`src/rtl/sram_ctrl.sv`:
```
// Bridges one 32-bit memory-bus request onto an external async 16-bit SRAM, low half first.
// Latency: read/full write 2*WAIT_CYCLES+3, single-half write WAIT_CYCLES+3, range error 1 cycle.
// Backpressure: requests are taken only in IDLE; a mem_valid strobe while busy is dropped.

package sram_ctrl_pkg;
   typedef struct packed {
      logic        mem_valid;
      logic        mem_instr;
      logic [31:0] mem_addr;
      logic [31:0] mem_wdata;
      logic [3:0]  mem_wstrb;
   } mem_in_type;

   typedef struct packed {
      logic        mem_ready;
      logic        mem_error;
      logic [31:0] mem_rdata;
   } mem_out_type;

   localparam mem_out_type init_mem_out = '{mem_ready: 1'b0, mem_error: 1'b0, mem_rdata: 32'h0};
endpackage

module sram_ctrl
   import sram_ctrl_pkg::*;
#(
   parameter int unsigned WAIT_CYCLES = 2,
   parameter int unsigned ADDR_BITS   = 19
) (
   input  logic                 clock,
   input  logic                 reset,
   input  mem_in_type           ram_in,
   output mem_out_type          ram_out,
   output logic [ADDR_BITS-1:0] sram_addr,
   output logic [15:0]          sram_dq_o,
   input  logic [15:0]          sram_dq_i,
   output logic                 sram_dq_oe,
   output logic                 sram_ce_n,
   output logic                 sram_oe_n,
   output logic                 sram_we_n,
   output logic                 sram_lb_n,
   output logic                 sram_ub_n
);

   typedef enum logic [1:0] {IDLE, LO, HI, RESP} state_t;

   typedef struct packed {
      logic ce_n;
      logic oe_n;
      logic we_n;
      logic lb_n;
      logic ub_n;
      logic dq_oe;
   } strobe_t;

   localparam strobe_t    STRB_IDLE  = '{ce_n: 1'b1, oe_n: 1'b1, we_n: 1'b1,
                                         lb_n: 1'b1, ub_n: 1'b1, dq_oe: 1'b0};
   // Last cycle of a phase, and the last cycle with we_n low.
   localparam logic [3:0] CNT_LAST   = 4'(WAIT_CYCLES);
   localparam logic [3:0] CNT_WE_END = 4'(WAIT_CYCLES - 1);

   state_t               state_q;
   logic [3:0]           cnt_q;
   logic                 wr_q;
   logic [3:0]           wstrb_q;
   logic [31:0]          wdata_q;
   logic [ADDR_BITS-2:0] word_q;
   logic [15:0]          rd_lo_q;
   strobe_t              strb_q;
   logic [ADDR_BITS-1:0] addr_q;
   logic [15:0]          dq_q;
   mem_out_type          out_q;

   logic req_wr;
   logic req_err;
   logic skip_lo;
   logic skip_hi;
   logic unused_bits;

   assign req_wr      = |ram_in.mem_wstrb;
   assign req_err     = |ram_in.mem_addr[31:ADDR_BITS+1];
   // A write phase with no enabled lane spends one idle cycle instead of strobing.
   assign skip_lo     = wr_q && (wstrb_q[1:0] == 2'b00);
   assign skip_hi     = wr_q && (wstrb_q[3:2] == 2'b00);
   // Instruction fetches are plain reads; the byte offset within the word is irrelevant.
   assign unused_bits = ram_in.mem_instr ^ (^ram_in.mem_addr[1:0]);

   // Strobes for the first cycle of an active phase; we_n is released by the counter.
   function automatic strobe_t phase_strb(input logic wr, input logic [1:0] lanes);
      strobe_t s;
      s.ce_n  = 1'b0;
      s.oe_n  = wr;
      s.we_n  = ~wr;
      s.lb_n  = wr ? ~lanes[0] : 1'b0;
      s.ub_n  = wr ? ~lanes[1] : 1'b0;
      s.dq_oe = wr;
      return s;
   endfunction

   // Access sequencer: IDLE -> LO -> HI -> RESP, all pad and bus outputs registered.
   always_ff @(posedge clock or negedge reset) begin
      if (!reset) begin
         state_q <= IDLE;
         cnt_q   <= 4'd0;
         wr_q    <= 1'b0;
         wstrb_q <= 4'd0;
         wdata_q <= 32'h0;
         word_q  <= '0;
         rd_lo_q <= 16'h0;
         strb_q  <= STRB_IDLE;
         addr_q  <= '0;
         dq_q    <= 16'h0;
         out_q   <= init_mem_out;
      end else begin
         case (state_q)
            IDLE: begin
               out_q <= init_mem_out;
               if (ram_in.mem_valid) begin
                  if (req_err) begin
                     out_q.mem_ready <= 1'b1;
                     out_q.mem_error <= 1'b1;
                  end else begin
                     state_q <= LO;
                     cnt_q   <= 4'd0;
                     wr_q    <= req_wr;
                     wstrb_q <= ram_in.mem_wstrb;
                     wdata_q <= ram_in.mem_wdata;
                     word_q  <= ram_in.mem_addr[ADDR_BITS:2];
                     addr_q  <= {ram_in.mem_addr[ADDR_BITS:2], 1'b0};
                     dq_q    <= ram_in.mem_wdata[15:0];
                     strb_q  <= (req_wr && (ram_in.mem_wstrb[1:0] == 2'b00))
                                ? STRB_IDLE : phase_strb(req_wr, ram_in.mem_wstrb[1:0]);
                  end
               end
            end
            LO: begin
               if (skip_lo || (cnt_q == CNT_LAST)) begin
                  if (!wr_q) rd_lo_q <= sram_dq_i;
                  state_q <= HI;
                  cnt_q   <= 4'd0;
                  addr_q  <= {word_q, 1'b1};
                  dq_q    <= wdata_q[31:16];
                  strb_q  <= skip_hi ? STRB_IDLE : phase_strb(wr_q, wstrb_q[3:2]);
               end else begin
                  cnt_q <= cnt_q + 4'd1;
                  if (cnt_q == CNT_WE_END) strb_q.we_n <= 1'b1;
               end
            end
            HI: begin
               if (skip_hi || (cnt_q == CNT_LAST)) begin
                  state_q         <= RESP;
                  strb_q          <= STRB_IDLE;
                  out_q.mem_ready <= 1'b1;
                  out_q.mem_error <= 1'b0;
                  out_q.mem_rdata <= wr_q ? 32'h0 : {sram_dq_i, rd_lo_q};
               end else begin
                  cnt_q <= cnt_q + 4'd1;
                  if (cnt_q == CNT_WE_END) strb_q.we_n <= 1'b1;
               end
            end
            RESP: begin
               state_q <= IDLE;
               out_q   <= init_mem_out;
            end
            default: begin
               state_q <= IDLE;
               strb_q  <= STRB_IDLE;
               out_q   <= init_mem_out;
            end
         endcase
      end
   end

   assign ram_out    = out_q;
   assign sram_addr  = addr_q;
   assign sram_dq_o  = dq_q;
   assign sram_dq_oe = strb_q.dq_oe;
   assign sram_ce_n  = strb_q.ce_n;
   assign sram_oe_n  = strb_q.oe_n;
   assign sram_we_n  = strb_q.we_n;
   assign sram_lb_n  = strb_q.lb_n;
   assign sram_ub_n  = strb_q.ub_n;

endmodule

```
`config.mk`:
```
export PLATFORM = sky130hd
export DESIGN_NAME = sram_ctrl
export DESIGN_NICKNAME = d
export VERILOG_FILES = /design/src/rtl/sram_ctrl.sv
export SDC_FILE = /design/constraint.sdc
export NUM_CORES = 1
export LEC_CHECK = 0
export CORE_ASPECT_RATIO = 1.2
export CORE_MARGIN = 2
export CORE_UTILIZATION = 52
export CTS_CLUSTER_DIAMETER = 100
export DETAILED_ROUTE_END_ITERATION = 10
export PLACE_DENSITY = 0.95
export SYNTH_ARGS = -nofsm -noshare
export SYNTH_HDL_FRONTEND = slang
export SYNTH_SLANG_ARGS = --single-unit
```
`constraint.sdc`:
```
create_clock -name clock -period 4.2 [get_ports clock]
set_input_delay 1.26 -clock clock [delete_from_list [all_inputs] [get_ports clock]]
set_output_delay 1.26 -clock clock [all_outputs]
set_load 0.005 [all_outputs]
```
==> results of run 1 <==
-- cell type report --
class | count | area [sq um] | area share
clock inverters | 15 | 168 | 0.0205
repair buffers | 167 | 1670 | 0.204
inverters | 7 | 26.3 | 0.00322
flip-flops and latches | 136 | 3410 | 0.418
clock buffers | 17 | 425 | 0.0521
well taps | 132 | 165 | 0.0202
multi-input cells | 417 | 2300 | 0.282
-- cells by family after synthesis --
kind of cell               after synthesis
muxes                                   57
and+or+nand+nor                        255
buffers and inverters                   42
AOI/OAI and AO/OA                       96
DFF                                    136
adders and majority gates                9
-- metrics by stage --
| stage | total power [mW] | setup slack [ps] | utilization | instances | cell area (sq um) |
|---|---|---|---|---|---|
| detailed placement | 4.55 | 255 | 0.686 | 859 | 7570 |
| CTS | 6.08 | 677 | 0.740 | 891 | 8160 |
| global placement | 4.39 | 362 | 0.686 | 859 | 7570 |
| finish | 6.05 | 668 | 0.740 | 891 | 8160 |
| global route | 6.39 | 521 | 0.740 | 891 | 8160 |
| floorplan | 3.41 | 1080 | - | 595 | 5880 |
-- synth_stat cells --
library cell and count:
a2bb2oi_1 1, nand4_1 1, o21ai_2 1, mux2i_1 35, nor4_1 1, o211a_2 1, a32o_1 1, a31oi_1 2
or4b_2 1, a21o_1 1, nand2b_1 2, o41ai_4 1, or2_2 2, nand3_1 4, o21ai_0 41, nor2_1 45
and3_1 1, nor2b_1 2, o31ai_1 3, buf_1 2, buf_4 1, clkbuf_1 25, o22ai_1 2, o32a_1 1
o2bb2ai_1 1, nand2_1 184, nand3b_1 2, nor3_4 1, or2_1 1, buf_2 7, dfrtp_1 131, o21bai_1 1
mux2_2 22, dfstp_2 5, ha_1 9, or4_1 3, a211oi_1 1, a21oi_1 38, inv_1 7, nor3b_1 3
nor3_1 2
-- power groups by stage --
| stage | clock network [mW] | logic, mW | registers (mW) |
|---|---|---|---|
| final | 1.50 | 2.49 | 2.06 |
| after global routing | 1.57 | 2.72 | 2.10 |
| after CTS | 1.52 | 2.51 | 2.06 |
| after detailed placement | 0 | 2.48 | 2.07 |
| after global placement | 0 | 2.36 | 2.03 |
| after floorplan | 0 | 1.35 | 2.06 |
-- state kept, by name, indices dropped and copies added, names as in the netlist --
register    flops
ram_out        34
sram_addr      19
word_q         18
rd_lo_q        16
sram_dq_o      16
wdata_q        16
cnt_q           4
wstrb_q         4
state_q         2
sram_ce_n       1
sram_dq_oe      1
sram_lb_n       1
sram_oe_n       1
sram_ub_n       1
sram_we_n       1
wr_q            1
-- critical path, cell delays in order --
cell and delay [ps]:
clkdlybuf4s50_1 420, or4_1 620, nor3_1 370, nand3_1 580, buf_4 420, nand2_1 90
nand2_1 60
-- final timing paths --
path	endpoint	slack, ps	startpoint	cells past startpoint
max in group asynchronous	sram_ce_n$_DFFE_PN1P_	2530	reset	2
min	word_q[7]$_DFFE_PN0P_	470	word_q[7]$_DFFE_PN0P_	2
min reg2reg	word_q[7]$_DFFE_PN0P_	470	word_q[7]$_DFFE_PN0P_	2
max reg2reg	ram_out[14]$_DFFE_PN0P_	1370	state_q[0]$_DFFE_PN0P_	6
min in group asynchronous	ram_out[21]$_DFFE_PN0P_	880	reset	1
max	word_q[6]$_DFFE_PN0P_	670	ram_in[57]	7
-- routing by layer --
layer  vias to the layer above  global-route usage  share of wire
li1                       2279                   -              -
met1                      2357               0.288           0.38
met2                       213               0.442           0.52
met3                        35              0.0751          0.071
met4                         0               0.114          0.028
met5                         -                   0              0
==> flow_summary.ini, run 1 <==
[run_status]
status = completed

[floorplan]
ioPinCount = 163
start_util = 0.533
fp.dieH_microns = 120
fp.dieW_microns = 101
coreArea_sq_mm = 0.0110
die_area_sq_mm = 0.0122
num_rows = 42

[run]
maxCapViolCount = 0

[yosys]
synthXorXnorAreaFrac = 0
yosys.area_share.adder = 0.0192
synth_compound_area_frac = 0.0934
synth-seq-area-share = 0.580
synthesis.area_sq_mm = 0.00588
syn_avg_cell_area_sq_um = 9.88
syn_inst = 595
synth_mux_area_frac = 0.102
synth_top_family_by_area = simple AND/OR/NAND/NOR gates
synth_top_area_cell = dfrtp_1
ys_top_cells_by_area = dfrtp_1, nand2_1, mux2i_1
synth_warnings = 0
netlist.area_leader.share = 0.558
syn_nets = 692
yosys.area_share.simple = 0.177
synth_cell_types = 41
ys_seq_elements = 136

[layout]
final_common_cell = nand2_1
nets = 843
fillers = 744
drive_gt1_frac = 0.101
syn2layout_area_growth_pct = 38.9
insertedDiodeCount = 0
final_cell_mix = nand2_1, clkdlybuf4s50_1, dfrtp_1, nor2_1, o21ai_0

[sta]
setup_violations = 0
hold_viol_final = 0
slew_viol_final = 0
final.period_utilization = 0.841
tightest_slew_ps = 966
max_freq_mhz = 283
fin_hold_ws_ps = 467
grt_setup_unrepaired = no
fin_worst_skew_ps = 11.2
tns_ps = 0
finalCriticalPeriod_ps = 3530
max_slew_margin = 0.356

[cts]
tritoncts = yes
cts.htree.levels = 4
cts_resized = 0
clockBufferDepth = 2
clock_latency_ps = 420
cts.sinks = 136
root_buffer = clkbuf_16
cts_inserted_buffers = 17
cts_setup_buffers = 0
cts.reportedPaths.clkPinSlew_ps = 60
hold_buffers = 0

[global_routing]
grt_max_degree = 79
globalRouteOverflowTotal = 0
grt_pass1_vias = 5087
grt_pass1_wl_mm = 24.1
grt_antenna_before_repair = 0
grt_use_total = 0.255

[drt]
avgViaCountPerCell = 5.48
totalWireLength_mm = 15.2
ant_nets = 0
wl_per_cell_microns = 17.0
firstDrtPassIters = 5
drt_iter0_drc = 196
vias = 4884
route.detailed.drc = 0

[place]
hpwl_mm = 10.4
gp_congestion = 0.857
port_buffers = 159

[power]
p_sw_mw = 2.10
power_frac_comb = 0.412
ir_drop_mv = 0.537
power_leakage_nw = 3.68
p_per_area_mw_per_mm2 = 741
pwr-share-clk = 0.248
seq_power_share = 0.340
p_sw_frac = 0.347
p_int_mw = 3.95

[worst_setup_path]
cp-end-kind = flop
cp-start-kind = input port
critPathArrivalTime_ps = 3830
setup.worst_path.class = input port to flop
required_ps = 4500
cp_max_fo = 16

[min_path]
hp-class = flop to flop
No activity file was read; power rests on OpenSTA's default activity.
==> run 2, diff against run 1 <==
CORE_UTILIZATION = 48   (was 52)
PLACE_DENSITY = 0.92   (was 0.95)
clock period = 3.7 ns   (was 4.2 ns; I/O delays follow)
==> run 2 against run 1 <==
- sequential cell count did not move
- largest cell class unchanged
- non-clock buffer count did not move
- first-iteration DRC count rose by 30%
==> flow_summary.ini, run 2 (synthesis gave the netlist of run 1 again) <==
[cts]
cts_inserted_buffers = 17
clockBufferDepth = 2
cts_resized = 0
cts.htree.levels = 4
cts.reportedPaths.clkPinSlew_ps = 60
hold_buffers = 0
clock_latency_ps = 410
cts_setup_buffers = 0
tritoncts = yes
cts.sinks = 136
root_buffer = clkbuf_16

[drt]
firstDrtPassIters = 4
vias = 4903
drt_iter0_drc = 254
wl_per_cell_microns = 16.5
avgViaCountPerCell = 5.33
ant_nets = 0
totalWireLength_mm = 15.2
route.detailed.drc = 0

[sta]
hold_viol_final = 0
finalCriticalPeriod_ps = 3280
max_freq_mhz = 305
fin_worst_skew_ps = 6.82
final.period_utilization = 0.886
grt_setup_unrepaired = no
fin_hold_ws_ps = 468
tightest_slew_ps = 850
setup_violations = 0
slew_viol_final = 0
tns_ps = 0
max_slew_margin = 0.432

[layout]
instances_no_fill = 920
nets = 843
syn2layout_area_growth_pct = 40.7
drive_gt1_frac = 0.101
fin_area_sq_mm = 0.00827
insertedDiodeCount = 0
fin_util = 0.689
final_cell_mix = nand2_1, clkdlybuf4s50_1, dfrtp_1, nor2_1, o21ai_0
final_common_cell = nand2_1
largest_reg_flops = 34
fillers = 901

[power]
p_sw_frac = 0.342
pwr-share-clk = 0.254
seq_power_share = 0.335
power_frac_comb = 0.411
ir_drop_mv = 0.365
p_per_area_mw_per_mm2 = 845
power_leakage_nw = 3.70
p_sw_mw = 2.39
p_int_mw = 4.60

[worst_setup_path]
setup.worst_path.class = input port to flop
required_ps = 4000
cp_max_fo = 5
critPathArrivalTime_ps = 3570
cp-start-kind = input port
cp-end-kind = flop

[place]
gp_congestion = 0.831
dp.cells = 888
place_area_sq_mm = 0.00764
port_buffers = 159
hpwl_mm = 10.6

[run_status]
status = completed

[floorplan]
fp.dieW_microns = 105
start_util = 0.490
die_area_sq_mm = 0.0132
ioPinCount = 163
num_rows = 44
fp.dieH_microns = 125
coreArea_sq_mm = 0.0120

[global_routing]
grt_pass1_wl_mm = 24.9
grt_pass1_vias = 5152
grt_max_degree = 72
grt_use_total = 0.239
globalRouteOverflowTotal = 0
grt_antenna_before_repair = 0

[run]
maxCapViolCount = 0

[min_path]
hp-class = flop to flop
==> run 2: cell types whose count changed in the layout (fill, tap and decap cells not counted), sizes merged <==
cell / delta
bufinv: +1
clkbuf: +1
clkinv: -4
clkinvlp: +2
==> run 2: layout make-up <==
type                       count  area [sq um]  area share
sequential                   136          3410       0.412
multi-input combinational    417          2300       0.279
timing repair buffer         167          1700       0.206
clock buffer                  18           439      0.0531
tap                          161           201      0.0244
clock inverter                14           188      0.0227
inverter                       7          26.3     0.00318
==> run 2: metal layers <==
metal,vias up,GRT usage,share of wire
met5,-,0,0
met4,0,0.0855,0.019
met3,25,0.0740,0.062
met2,175,0.430,0.53
met1,2420,0.265,0.39
li1,2283,-,-
==> run 2: worst paths after layout <==
check	from	endpoint	slack (ps)	cells after the start
max	ram_in[57]	cnt_q[3]$_DFFE_PN0P_	420	7
min	word_q[12]$_DFFE_PN0P_	word_q[12]$_DFFE_PN0P_	470	2
max reg2reg	state_q[0]$_DFFE_PN0P_	ram_out[6]$_DFFE_PN0P_	910	7
min reg2reg	word_q[12]$_DFFE_PN0P_	word_q[12]$_DFFE_PN0P_	470	2
max in group asynchronous	reset	rd_lo_q[1]$_DFFE_PN0P_	2190	2
min in group asynchronous	reset	ram_out[17]$_DFFE_PN0P_	700	1
==> run 2: metrics by stage <==
step | setup slack [ps] | total power [mW]
global placement | 162 | 5.02
global route | 389 | 7.41
detailed placement | -0.824 | 5.23
finish | 423 | 6.99
floorplan | 725 | 3.87
CTS | 429 | 7.04
==> run 2: power groups by stage <==
stage | Combinational (mW) | Sequential, mW | Clock [mW]
after CTS | 2.90 | 2.34 | 1.80
after global placement | 2.71 | 2.31 | 0
after detailed placement | 2.88 | 2.35 | 0
final | 2.87 | 2.34 | 1.77
after global routing | 3.15 | 2.40 | 1.87
after floorplan | 1.54 | 2.34 | 0
==> run 2: critical path: stages <==
cell	delay, ps
clkdlybuf4s50_1	440
or4_1	630
o41ai_4	430
buf_4	190
nand3b_1	170
or2_1	330
o31ai_1	260
